[config.mk]
export PLATFORM = sky130hd
export DESIGN_NAME = hc595_rx
export DESIGN_NICKNAME = d
export VERILOG_FILES = /design/src/rtl/hc595_rx.sv
export SDC_FILE = /design/constraint.sdc
export NUM_CORES = 1
export LEC_CHECK = 0
export BUFFER_PORTS_ARGS = -buffer_cell sky130_fd_sc_hd__buf_2
export CAP_MARGIN = 20
export CORE_UTILIZATION = 50
export DETAILED_ROUTE_END_ITERATION = 8
export PLACE_DENSITY = 0.81
export SLEW_MARGIN = 20
export SYNTH_ARGS = -nofsm -noshare
export SYNTH_HDL_FRONTEND = slang
export SYNTH_SLANG_ARGS = --single-unit
[constraint.sdc]
create_clock -name clk -period 1.5 [get_ports clk]
set_clock_uncertainty 0.05 [all_clocks]
set_input_delay 0.15 -clock clk [delete_from_list [all_inputs] [get_ports clk]]
set_output_delay 0.15 -clock clk [all_outputs]
set_load 0.05 [all_outputs]
[src/rtl/hc595_rx.sv]
// hc595_rx: receive side of the 74HC595 LED serial bus.
// Oversamples shcp/stcp/ds[] in the system clock domain and rebuilds the
// parallel LED word exactly as a chain of 595s would latch it.
// Optional feature macro: HC595_RX_FRAME_CHK_EN
//   defined     -> frame_err flags any latch whose bit count differs from BITS
//   not defined -> frame_err tied low, err_clr ignored
module hc595_rx #(
  parameter int NCH         = 6,
  parameter int BITS        = 8,
  parameter int SYNC_STAGES = 2,
  parameter int TIMEOUT     = 1024
) (
  input  logic                  clk,
  input  logic                  rst,
  input  logic                  shcp,
  input  logic                  stcp,
  input  logic [NCH-1:0]        ds,
  output logic [NCH*BITS-1:0]   led_q,
  output logic                  frame_valid,
  output logic                  frame_err,
  input  logic                  err_clr,
  output logic                  link_up
);

  // Synchronizer word layout: {stcp, shcp, ds[NCH-1:0]}
  localparam int SW       = NCH + 2;
  localparam int SHCP_BIT = NCH;
  localparam int STCP_BIT = NCH + 1;

  localparam int CW = $clog2(BITS + 1);
  localparam int TW = (TIMEOUT > 2) ? $clog2(TIMEOUT) : 1;

  localparam logic [CW-1:0] CNT_MAX  = {CW{1'b1}};
  localparam logic [CW-1:0] CNT_FULL = CW'(BITS);
  localparam logic [TW-1:0] TMR_MAX  = TW'(TIMEOUT - 1);

  localparam logic [0:0] ST_IDLE  = 1'b0;
  localparam logic [0:0] ST_SHIFT = 1'b1;

  logic [SW-1:0]        sync_q [SYNC_STAGES];
  logic [SW-1:0]        sync_d [SYNC_STAGES];
  logic                 shcp_prev_q, shcp_prev_d;
  logic                 stcp_prev_q, stcp_prev_d;
  logic [NCH*BITS-1:0]  sreg_q, sreg_d;
  logic [NCH*BITS-1:0]  led_word_q, led_word_d;
  logic [CW-1:0]        bit_cnt_q, bit_cnt_d;
  logic [TW-1:0]        timer_q, timer_d;
  logic                 seen_q, seen_d;
  logic                 frame_valid_q, frame_valid_d;
  logic [0:0]           state_q, state_d;

  logic [SW-1:0]        bus_cur;
  logic                 shcp_rise;
  logic                 stcp_rise;
  logic [NCH*BITS-1:0]  sreg_shifted;

  assign bus_cur   = sync_q[SYNC_STAGES-1];
  assign shcp_rise = bus_cur[SHCP_BIT] & ~shcp_prev_q;
  assign stcp_rise = bus_cur[STCP_BIT] & ~stcp_prev_q;

  // Synchronizer chain: stage 0 samples the pins, later stages follow
  always_comb begin
    sync_d[0] = {stcp, shcp, ds};
    for (int i = 1; i < SYNC_STAGES; i++) begin
      sync_d[i] = sync_q[i-1];
    end
  end

  // Edge detect flops hold the previous synchronized level of the clocks
  always_comb begin
    shcp_prev_d = bus_cur[SHCP_BIT];
    stcp_prev_d = bus_cur[STCP_BIT];
  end

  // Every line shifts its synchronized data bit in at the LSB
  always_comb begin
    sreg_shifted = sreg_q;
    for (int c = 0; c < NCH; c++) begin
      sreg_shifted[c*BITS +: BITS] = {sreg_q[c*BITS +: BITS-1], bus_cur[c]};
    end
  end

  // Frame tracking: shift, latch, bit count, idle timer and FSM
  always_comb begin
    sreg_d        = sreg_q;
    led_word_d    = led_word_q;
    bit_cnt_d     = bit_cnt_q;
    timer_d       = timer_q;
    seen_d        = seen_q | shcp_rise;
    frame_valid_d = 1'b0;
    state_d       = state_q;

    if (shcp_rise) begin
      timer_d = '0;
    end else if (timer_q != TMR_MAX) begin
      timer_d = timer_q + TW'(1);
    end

    // The latch sees the register contents from before any same-cycle shift
    if (stcp_rise) begin
      led_word_d    = sreg_q;
      frame_valid_d = 1'b1;
      bit_cnt_d     = '0;
      state_d       = ST_IDLE;
    end

    if (shcp_rise) begin
      sreg_d  = sreg_shifted;
      state_d = ST_SHIFT;
      if (stcp_rise) begin
        bit_cnt_d = CW'(1);
      end else if (bit_cnt_q != CNT_MAX) begin
        bit_cnt_d = bit_cnt_q + CW'(1);
      end
    end else if (!stcp_rise && state_q == ST_SHIFT && timer_q == TMR_MAX) begin
      // Bus went quiet mid-frame: resync the count, keep the shift contents
      bit_cnt_d = '0;
      state_d   = ST_IDLE;
    end
  end

  // Synchronizer and edge-detect registers
  always_ff @(posedge clk) begin
    if (!rst) begin
      for (int i = 0; i < SYNC_STAGES; i++) begin
        sync_q[i] <= '0;
      end
      shcp_prev_q <= 1'b0;
      stcp_prev_q <= 1'b0;
    end else begin
      sync_q      <= sync_d;
      shcp_prev_q <= shcp_prev_d;
      stcp_prev_q <= stcp_prev_d;
    end
  end

  // Frame state registers
  always_ff @(posedge clk) begin
    if (!rst) begin
      sreg_q        <= '0;
      led_word_q    <= '0;
      bit_cnt_q     <= '0;
      timer_q       <= '0;
      seen_q        <= 1'b0;
      frame_valid_q <= 1'b0;
      state_q       <= ST_IDLE;
    end else begin
      sreg_q        <= sreg_d;
      led_word_q    <= led_word_d;
      bit_cnt_q     <= bit_cnt_d;
      timer_q       <= timer_d;
      seen_q        <= seen_d;
      frame_valid_q <= frame_valid_d;
      state_q       <= state_d;
    end
  end

  assign led_q       = led_word_q;
  assign frame_valid = frame_valid_q;
  assign link_up     = seen_q && (timer_q != TMR_MAX);

`ifdef HC595_RX_FRAME_CHK_EN
  logic frame_err_q, frame_err_d;

  // Sticky length error; a new error outranks a same-cycle clear
  always_comb begin
    frame_err_d = frame_err_q;
    if (err_clr) begin
      frame_err_d = 1'b0;
    end
    if (stcp_rise && bit_cnt_q != CNT_FULL) begin
      frame_err_d = 1'b1;
    end
  end

  // Error flag register
  always_ff @(posedge clk) begin
    if (!rst) begin
      frame_err_q <= 1'b0;
    end else begin
      frame_err_q <= frame_err_d;
    end
  end

  assign frame_err = frame_err_q;
`else
  logic unused_err_clr;
  logic [CW-1:0] unused_cnt_full;

  assign unused_err_clr  = err_clr;
  assign unused_cnt_full = CNT_FULL;
  assign frame_err       = 1'b0;
`endif

endmodule

==> metrics.log, run 1 <==
[metrics] total CTS buffers: 17
[metrics] biggest area contributors in the synthesized netlist: dfxtp_1 (55%), nand2_1 (16%), a21boi_0 (9.3%)
[metrics] yosys warns: 0
[metrics] number of core rows: 34
[metrics] via count of the first global-routing pass: about 3400
[metrics] startpoint of the worst hold path: ds[3]
[metrics] Die Footprint: ~9600 µm²
[metrics] clock root buffer master: clkbuf_8
[metrics] arrival time at the worst endpoint: between 1 and 1.5 ns
[metrics] via count: 3676
[metrics] Synth Area per Inst: about 9 µm²
[metrics] Final setup violation count: 1
[metrics] Core Area: roughly 8800 µm²
[metrics] PortBufs: 59
[metrics] sinks on the clock net: between 100 and 150
[metrics] cell area after synthesis: between 4000 and 5000 µm²
[metrics] final count of pins violating max slew: 0
[metrics] top fanout value on the critical path: 2
[metrics] Distinct cells, synth: 35
[metrics] most common flop cell mapped by yosys: dfxtp_1
[metrics] largest net degree at the start of global routing: 50
[metrics] maximum capacitance violations: 0
[metrics] critical path endpoint category: primary output
[metrics] shortest clock period the worst path allows after layout: around 1.7 ns
[metrics] violation count after the first detailed-routing iteration: between 150 and 200
[metrics] DRC: 10
[metrics] pwr dens: 1330 nW/µm²
[metrics] worst min path class: input pin to flip-flop
[metrics] Total Wirelength: approximately 9600 µm
[metrics] number of synthesized flops with an enable pin: 0
[metrics] number of iterations in the first detailed-routing pass: 6
[metrics] highest clock frequency the design can meet: 0.591 GHz
[metrics] violations in the final reports: DRC, setup timing
[metrics] antenna viol nets, final: 0
[metrics] cell type with the highest aggregate area in the netlist: dfxtp_1
[metrics] leading cell types by count after synthesis: nand2_1 (196), dfxtp_1 (126), a21boi_0 (57)
[metrics] share of synthesized flip-flops with an asynchronous set or reset: 0%
[metrics] Crit. Startpoint: timer_q[9]$_SDFFE_PP0P_
[metrics] PnR worst setup slack: -0.191 ns
[metrics] post-synthesis net count: between 500 and 600
[metrics] area share of the leading cell type in the synthesized netlist: a little over half
[metrics] part of the cycle the worst path needs: 113%
[metrics] total routing usage reported by global routing: 21.2%
[metrics] top-level I/O count: 62
[metrics] fraction of the yosys area taken by sequential cells: about 55%
[metrics] total number of H-tree levels: 4
[metrics] Reg2Reg Launch Point: timer_q[1]$_SDFFE_PP0P_
[metrics] Die W: between 90 and 100 µm
[metrics] most instantiated library cell after synthesis: nand2_1
[metrics] maximum resistive drop on vdd: 0.763 mV
[metrics] number of antenna violations at the first check in global routing: 0
[metrics] overall power: between 7 and 8 mW
[metrics] register bit total from synthesis: between 100 and 150
[metrics] detail-routed via count per cell: about 5.1
[metrics] Worst-path clk slew: 0.06 ns
[metrics] insertion delay of the later-clocked pin in the worst-skew pair: 0.52 ns
[metrics] maximum clock insertion buffer count: 2
[metrics] RSZ-0062 raised after global routing: yes
[metrics] worst setup path class: flip-flop to primary output
[metrics] Post-Layout Inst Area: a little under 6000 µm²
[metrics] area of placed instances: between 5000 and 6000 µm²
[metrics] Die Ht: 97.8 µm
[metrics] Final GP Congestion: approximately 0.84
[metrics] count of endpoints failing hold in the final timing report: 0
[metrics] global-route wire length before repair: roughly 16000 µm
[metrics] result of the run: finished, violations left
[metrics] TritonCTS clock tree: built
[metrics] cell count after synthesis: between 500 and 600
[metrics] area added between synthesis and finish: 27.6%
[metrics] Leakage: roughly 2.3 nW
[metrics] Antenna Cells: 0
[metrics] Critical Path RT: about 1.3 ns
[metrics] final layout net count: between 600 and 700
[metrics] total grt overflow: 0
[metrics] fraction of layout cells with a size suffix above 1: between 20% and 30%
[metrics] drt wl/cell: approximately 13 µm
[metrics] final HPWL from detailed placement: roughly 5500 µm
[metrics] Initial Utilization: between 50% and 60%
[metrics] Critical Path Source Type: flip-flop
-- state kept, by name (all words and copies together) (netlist names) --
signal and flops:
sync_d 8, seen_q 1, timer_q 10, stcp_prev_q 1, bus_cur 8, frame_valid 1
led_q 48, shcp_prev_q 1, sreg_q 48
-- path summary, 6_finish.rpt --
| check | endpoint | slack (ns) | depth (start not counted) |
|---|---|---|---|
| worst min-delay path | sync_d[3]$_SDFF_PN0_ | 0.34 | 3 |
| worst max register to register | timer_q[6]$_SDFFE_PP0P_ | 0.10 | 6 |
| worst max-delay path | link_up | -0.19 | 4 |
| worst min register to register | sreg_q[40]$_SDFFE_PN0P_ | 0.38 | 2 |
-- worst max-delay path, stage by stage, from the launching register on --
cell and delay [ns]:
dfxtp_2 0.34, and4_4 0.25, nand3_4 0.07, and2_4 0.16, buf_8 0.14
-- per-stage QoR --
stage                     setup TNS (ns)  hold slack [ns]  cells  worst slack [ns]  utilization, %
after floorplan                        0            0.227    519            0.0735               -
after global placement                 0            0.306    664             0.145            56.9
after detailed placement               0            0.311    664            0.0912            56.9
after CTS                         -0.183            0.324    715            -0.183            66.4
after global routing              -0.234            0.324    716            -0.234            66.6
final                             -0.191            0.336    716            -0.191            66.6
-- where the power goes --
group	internal [mW]	total, mW	switching (mW)
Sequential	3.38	3.40	0.0165
Clock	2.72	4.09	1.37
Combinational	0.131	0.295	0.164
-- cells by family after synthesis --
family	count (synthesis)	share of synthesized area, %
other	1	0.0816
AOI/OAI and AO/OA	109	17.6
xor gates and xnor gates	2	0.381
muxes	1	0.218
and+or+nand+nor	242	22.6
buffers and inverters	37	3.98
DFF	126	54.9
adders and majority gates	1	0.272
-- area by class of cell --
type	count	area [µm²]
clock buffers	23	487
clock inverters	6	108
fillers	712	2950
inverters	1	3.75
multi-input cells	356	1930
flip-flops and latches	126	2530
well taps	108	135
repair buffers	96	666
-- layer usage --
layer / share of wire (%) / track usage [%]
met1: 42 / 24.1
met2: 51 / 36.6
met3: 4.2 / 5.87
met4: 2.1 / 10.7
met5: 0 / 0
-- cells in the final DEF, fill, tap and decap left out, drive strengths merged --
| master | count |
|---|---|
| a211oi | 1 |
| a21boi | 96 |
| a21oi | 2 |
| a31oi | 6 |
| and2 | 20 |
| and2b | 1 |
| and3 | 1 |
| and4 | 2 |
| buf | 83 |
| bufinv | 3 |
| clkbuf | 23 |
| clkinv | 2 |
| clkinvlp | 1 |
| conb | 1 |
| dfxtp | 126 |
| dlygate4sd3 | 13 |
| ha | 1 |
| inv | 1 |
| mux2i | 1 |
| nand2 | 196 |
| nand2b | 2 |
| nand3 | 4 |
| nand4 | 3 |
| nor2 | 5 |
| nor2b | 2 |
| nor3 | 4 |
| nor3b | 1 |
| nor4 | 1 |
| o21a | 2 |
| o21ai | 1 |
| o221a | 1 |
| xnor2 | 2 |
-- repair_timing --
action / in CTS / in global routing
setup buffers: 9 / 1
setup endpoints to repair: 1 / 2
resized for setup: 14 / 1
hold buffers: 13 / 0
pin swaps: 4 / 2
endpoints found under the hold margin: 12 / 0
Power figures use the tool's default switching activity.
==> run 2: changes to the inputs <==
BUFFER_PORTS_ARGS = not set   (was -buffer_cell sky130_fd_sc_hd__buf_2)
DONT_BUFFER_PORTS = 1   (was not set)
PLACE_DENSITY = 0.75   (was 0.81)
==> metrics.log, run 2 (synthesized netlist as in run 1, its figures left out) <==
[metrics] worst setup path class: flip-flop to primary output
[metrics] master of the slowest instance on the critical path: dfxtp_2
[metrics] FF-to-FF End: timer_q[8]$_SDFFE_PP0P_
[metrics] drt wl/cell: approximately 13 µm
[metrics] fraction of layout cells with a size suffix above 1: about a fifth
[metrics] final HPWL from detailed placement: ~5300 µm
[metrics] top-level I/O count: 62
[metrics] Crit. Startpoint: timer_q[9]$_SDFFE_PP0P_
[metrics] area added between synthesis and finish: 30.8%
[metrics] PnR worst setup slack: -0.0574 ns
[metrics] number of iterations in the first detailed-routing pass: 7
[metrics] Global Route met1 Usage: between 20 and 25%
[metrics] violation count after the first detailed-routing iteration: about 170
[metrics] Layout fillers: 694
[metrics] highest clock frequency the design can meet: between 0.6 and 0.7 GHz
[metrics] total routing usage reported by global routing: between 20% and 30%
[metrics] insertion delay of the later-clocked pin in the worst-skew pair: around 0.51 ns
[metrics] via count of the first global-routing pass: 3655
[metrics] commonest non-fill, non-tap cell in the layout: nand2_1
[metrics] met2 Usage GRT: 36.1%
[metrics] Total Wirelength: ~9600 µm
[metrics] Post-Layout Inst Area: 6010 µm²
[metrics] maximum clock insertion buffer count: 2
[metrics] Reg2Reg Launch Point: timer_q[0]$_SDFFE_PP0P_
[metrics] RSZ-0062 raised after global routing: yes
[metrics] global routing's busiest layer: met2
[metrics] highest-count cells in the layout ignoring fill and taps: nand2_1 (196), dfxtp_1 (117), buf_4 (68), a21boi_0 (57), a21boi_1 (39)
[metrics] number of logic stages on the critical path including buffering: 3
[metrics] PortBufs: 0
[metrics] arrival time at the worst endpoint: approximately 1.4 ns
[metrics] worst slew slack as a fraction of its limit: roughly 64%
[metrics] R2R cell count: 6
[metrics] worst min path class: input pin to flip-flop
[metrics] Antenna Cells: 0
[metrics] total number of H-tree levels: 4
[metrics] part of the cycle the worst path needs: 104%
[metrics] Final GP Congestion: slightly below 0.8
[metrics] number of antenna violations at the first check in global routing: 0
[metrics] maximum capacitance violations: 0
[metrics] Worst path top cell family by delay: simple AND/OR/NAND/NOR gates
[metrics] Die Footprint: between 9000 and 10000 µm²
[metrics] total CTS buffers: 17
[metrics] max incr delay on CP: 0.34 ns
[metrics] count of buffering cells on the critical path with inverters included: 0
[metrics] final layout net count: 612
[metrics] placed cells: roughly 650
[metrics] sinks on the clock net: ~130
[metrics] worst-margin pin slew: 0.533 ns
[metrics] global-route wire length before repair: 16300 µm
[metrics] largest net degree at the start of global routing: 100
[metrics] violations in the final reports: DRC, setup timing
[metrics] utilization after layout: between 60 and 70%
[metrics] number of core rows: 34
[metrics] clock root buffer master: clkbuf_8
[metrics] detail-routed via count per cell: 5.18
[metrics] Die Ht: between 90 and 100 µm
[metrics] Initial Utilization: about 52%
[metrics] met3 Track Usage GR: under 10%
[metrics] antenna viol nets, final: 0
[metrics] TritonCTS clock tree: built
[metrics] via count: ~3700
[metrics] Critical Path RT: 1.30 ns
[metrics] cells along the critical path: and4_4 -> nand3_4 -> and2_4
[metrics] total grt overflow: 0
[metrics] Multi-input gate area: 1920 µm²
[metrics] result of the run: finished, violations left
[metrics] count of endpoints failing hold in the final timing report: 0
[metrics] top fanout value on the critical path: 2
[metrics] area taken by flip-flops and latches: between 2000 and 3000 µm²
[metrics] Core Area: 8810 µm²
[metrics] Post-Layout Cell Count: roughly 700
[metrics] maximum resistive drop on vdd: about 0.75 mV
[metrics] pwr dens: between 1000 and 1500 nW/µm²
[metrics] area of placed instances: 5060 µm²
[metrics] shortest clock period the worst path allows after layout: between 1.5 and 2 ns
[metrics] Leakage: roughly 2.3 nW
[metrics] Critical Path Source Type: flip-flop
[metrics] Final setup violation count: 1
[metrics] Die W: between 90 and 100 µm
[metrics] DRC: 9
[metrics] final count of pins violating max slew: 0
[metrics] reg-to-reg setup timing slack: about 0.11 ns
[metrics] Worst-path clk slew: around 0.05 ns
[metrics] endpoint of the worst setup timing path: link_up
[metrics] critical path endpoint category: primary output
run 2: cell types whose count changed in the layout (fill, tap and decap cells not counted), sizes merged:
cell,change
clkbuf,+1
bufinv,-1
clkinv,+2
buf,-11
dlygate4sd3,+13
run 2: layout make-up:
cell class | count | share of cell area [%]
timing repair buffer | 98 | 14.3
inverter | 1 | 0.0625
sequential | 126 | 42.2
multi-input combinational | 356 | 32.0
tap | 108 | 2.25
clock inverter | 7 | 1.46
clock buffer | 24 | 7.67
run 2: worst register-to-register path: cells and delay by family, from the launching register on:
kind | cells | cell delay, ns
compound gates | 1 | 0.10
fa+ha+maj | 1 | 0.17
buf+inv | 2 | 0.25
flops | 1 | 0.37
simple gates | 2 | 0.36
run 2: power breakdown:
group          switching [mW]  internal (mW)  total, mW
Sequential             0.0200           3.38       3.40
Combinational           0.156          0.138      0.294
Clock                    1.34           2.43       3.77
run 2: worst min path at each step:
stage | startpoint | endpoint | slack (ns) | cells past startpoint
after floorplan | ds[0] | sync_d[0]$_SDFF_PN0_ | 0.23 | 1
after global placement | ds[5] | sync_d[5]$_SDFF_PN0_ | 0.23 | 1
after detailed placement | ds[5] | sync_d[5]$_SDFF_PN0_ | 0.23 | 1
after CTS | rst | bus_cur[7]$_SDFF_PN0_ | 0.23 | 2
after global routing | rst | sync_d[1]$_SDFF_PN0_ | 0.24 | 2
final | rst | bus_cur[2]$_SDFF_PN0_ | 0.25 | 2
run 2: what timing repair did:
action,in CTS,in global routing
endpoints found under the hold margin,125,0
pin swaps,5,1
gates resized for setup,13,2
setup endpoints to repair,1,1
setup buffers,8,2
hold buffers,27,0
run 2: per-layer routing:
metal  share of wire (%)  routed length (µm)  vias to the layer above
met5                   0                   0                        -
met3                 4.6                 438                       21
li1                    -                   -                     1850
met1                  43                4080                     1754
met2                  51                4870                      103
met4                 2.0                 191                        0
run 2: metrics by stage:
step	setup TNS (ns)	setup slack (ns)	power, mW	hold WS [ns]
after floorplan	0	0.0735	3.65	0.227
after global placement	0	0.136	3.66	0.228
after detailed placement	0	0.0653	3.67	0.230
after CTS	-0.104	-0.104	7.51	0.228
after global routing	-0.108	-0.108	7.72	0.235
final	-0.0574	-0.0574	7.47	0.252
==> run 3: changes to the inputs <==
ABC_AREA = 1   (was not set)
BUFFER_PORTS_ARGS = -buffer_cell sky130_fd_sc_hd__buf_2   (was not set)
DONT_BUFFER_PORTS = not set   (was 1)
PLACE_DENSITY = 0.81   (was 0.75)
==> metrics.log, run 3 <==
[metrics] result of the run: finished, violations left
[metrics] violations in the final reports: DRC, setup timing
[metrics] PnR worst setup slack: -0.238 ns
[metrics] total number of H-tree levels: 4
[metrics] shortest clock period the worst path allows after layout: 1.74 ns
[metrics] final layout net count: around 640
[metrics] Core Area: 8380 µm²
[metrics] Worst-path clk slew: ~0.060 ns
[metrics] post-synthesis net count: 574
[metrics] total grt overflow: 0
[metrics] pwr dens: 1520 nW/µm²
[metrics] critical path endpoint category: primary output
[metrics] DRC: 1
[metrics] maximum clock insertion buffer count: 2
[metrics] Total Wirelength: between 9000 and 10000 µm
[metrics] leading cell types by count after synthesis: nor2_1 (198), dfxtp_1 (126), o21ai_0 (92)
[metrics] commonest non-fill, non-tap cell in the layout: nor2_1
[metrics] Die Footprint: between 9000 and 10000 µm²
[metrics] cell type with the highest aggregate area in the netlist: dfxtp_1
[metrics] highest clock frequency the design can meet: approximately 0.58 GHz
[metrics] most common flop cell mapped by yosys: dfxtp_1
[metrics] antenna viol nets, final: 0
[metrics] Critical Path Source Type: flip-flop
[metrics] clock root buffer master: clkbuf_8
[metrics] top-level I/O count: between 60 and 70
[metrics] largest net degree at the start of global routing: a little under 50
[metrics] Antenna Cells: 0
[metrics] maximum resistive drop on vdd: ~0.84 mV
[metrics] total routing usage reported by global routing: a little under a quarter
[metrics] share of synthesized flip-flops with an asynchronous set or reset: 0%
[metrics] total CTS buffers: 17
[metrics] Post-Layout Cell Count: between 700 and 800
[metrics] RSZ-0062 raised after global routing: yes
[metrics] highest-count cells in the layout ignoring fill and taps: nor2_1 (198), dfxtp_1 (121), o21ai_0 (91), buf_2 (58), nand2_1 (37)
[metrics] TritonCTS clock tree: built
[metrics] overall power: ~8.4 mW
[metrics] reg-to-reg setup timing slack: 0.03 ns
[metrics] global-route wire length before repair: approximately 16000 µm
[metrics] part of the cycle the worst path needs: 116%
[metrics] area added between synthesis and finish: 25.4%
[metrics] PortBufs: slightly below 60
[metrics] fraction of the yosys area taken by sequential cells: 57.0%
[metrics] final count of pins violating max slew: 0
[metrics] number of antenna violations at the first check in global routing: 0
[metrics] Distinct cells, synth: 24
[metrics] cell area after synthesis: 4420 µm²
[metrics] fraction of layout cells with a size suffix above 1: a little under 20%
[metrics] Critical Path RT: ~1.3 ns
[metrics] via count: 3758
[metrics] Die Ht: about 96 µm
[metrics] number of core rows: 33
[metrics] number of synthesized flops with an enable pin: 0
[metrics] Initial Utilization: 52.8%
[metrics] met2 Usage GRT: between 30% and 40%
[metrics] accumulated negative setup slack: -0.238 ns
[metrics] Leakage: roughly 2.9 nW
[metrics] Global Route met1 Usage: 26.5%
[metrics] arrival time at the worst endpoint: between 1.5 and 2 ns
[metrics] Synth Area per Inst: just under 8 µm²
[metrics] detail-routed via count per cell: 5.02
[metrics] sinks on the clock net: around 130
[metrics] insertion delay of the later-clocked pin in the worst-skew pair: ~0.52 ns
[metrics] worst min path class: input pin to flip-flop
[metrics] most instantiated library cell after synthesis: nor2_1
[metrics] via count of the first global-routing pass: approximately 3600
[metrics] global routing's busiest layer: met2
[metrics] violation count after the first detailed-routing iteration: approximately 230
[metrics] Die W: ~96 µm
[metrics] top fanout value on the critical path: 2
[metrics] number of iterations in the first detailed-routing pass: 8
[metrics] maximum capacitance violations: 0
[metrics] final HPWL from detailed placement: ~5500 µm
[metrics] count of endpoints failing hold in the final timing report: 0
[metrics] cell count after synthesis: roughly 560
[metrics] worst setup path class: flip-flop to primary output
[metrics] drt wl/cell: 12.7 µm
[metrics] placed cells: between 700 and 800
[metrics] yosys warns: 0
[metrics] biggest area contributors in the synthesized netlist: dfxtp_1 (57%), nor2_1 (17%), o21ai_0 (10%)
[metrics] register bit total from synthesis: roughly 130
[metrics] Final setup violation count: 1
[metrics] Final GP Congestion: ~0.78
[metrics] met3 Track Usage GR: 7.11%
[metrics] area share of the leading cell type in the synthesized netlist: a little under three fifths
## run 3: cell count changes after synthesis, sizes merged, moves of 3 or more
cell    change
a21boi     -96
a21oi       +3
a31oi       -4
and2       -20
buf         -3
inv        +36
nand2     -156
nand4       +3
nor2      +199
nor3        -4
o21ai      +98
## run 3: what timing repair did
item | CTS | global route
setup endpoints to repair | 1 | 33
setup buffers | 6 | 2
gates resized for setup | 10 | 11
pin swaps | 4 | 2
hold buffers | 9 | 0
hold endpoints to repair | 12 | 0
## run 3: final cells by class
class / count / area (µm²)
Multi-Input combinational cell: 366 / 1620
Inverter: 37 / 144
Clock buffer: 17 / 414
Timing Repair Buffer: 84 / 512
Tap cell: 105 / 131
Sequential cell: 126 / 2530
Clock inverter: 14 / 195
Fill cell: 658 / 2840
## run 3: routing by layer
metal,vias to the layer above,part of all wire [%]
met2,109,51
met1,1732,42
met4,0,1.6
met3,15,5.5
li1,1902,-
met5,-,0
## run 3: critical path, cell delays in order (launching register included)
cell     delay [ns]
dfxtp_4        0.37
ha_4           0.15
nand2_4        0.06
nor2_4         0.12
nand3_2        0.08
nand2_1        0.06
inv_1          0.04
buf_6          0.14
## run 3: through the flow
step	setup WS [ns]	instance area, µm²	hold slack, ns	util (%)
after floorplan	0.116	4420	0.198	-
after CTS	-0.238	5520	0.281	65.8
after global routing	-0.323	5550	0.315	66.2
final	-0.238	5550	0.301	66.2
after global placement	0.146	4740	0.288	56.5
after detailed placement	0.0932	4740	0.286	56.5
## run 3: final timing paths
check | start | to | cells after the start
setup / recovery | timer_q[0]$_SDFFE_PP0P_ | link_up | 7
hold / removal | ds[5] | sync_d[5]$_SDFF_PN0_ | 4
setup reg to reg | timer_q[0]$_SDFFE_PP0P_ | timer_q[6]$_SDFFE_PP0P_ | 8
hold reg to reg | sync_d[7]$_SDFF_PN0_ | bus_cur[7]$_SDFF_PN0_ | 2
## run 3: kinds of logic after synthesis
group / share of synthesized area (%)
fa+ha+maj: 0.283
compound gates: 12.2
xor+xnor: 0.396
buf+inv: 7.04
flops: 57.0
simple gates: 23.0
other cells: 0.0848
## run 3: where the power goes
group          internal, mW  switching (mW)  leakage [nW]  total (mW)
registers              3.51          0.0905          1.03        3.60
logic                 0.179           0.480          1.54       0.659
clock network          2.69            1.49         0.286        4.18
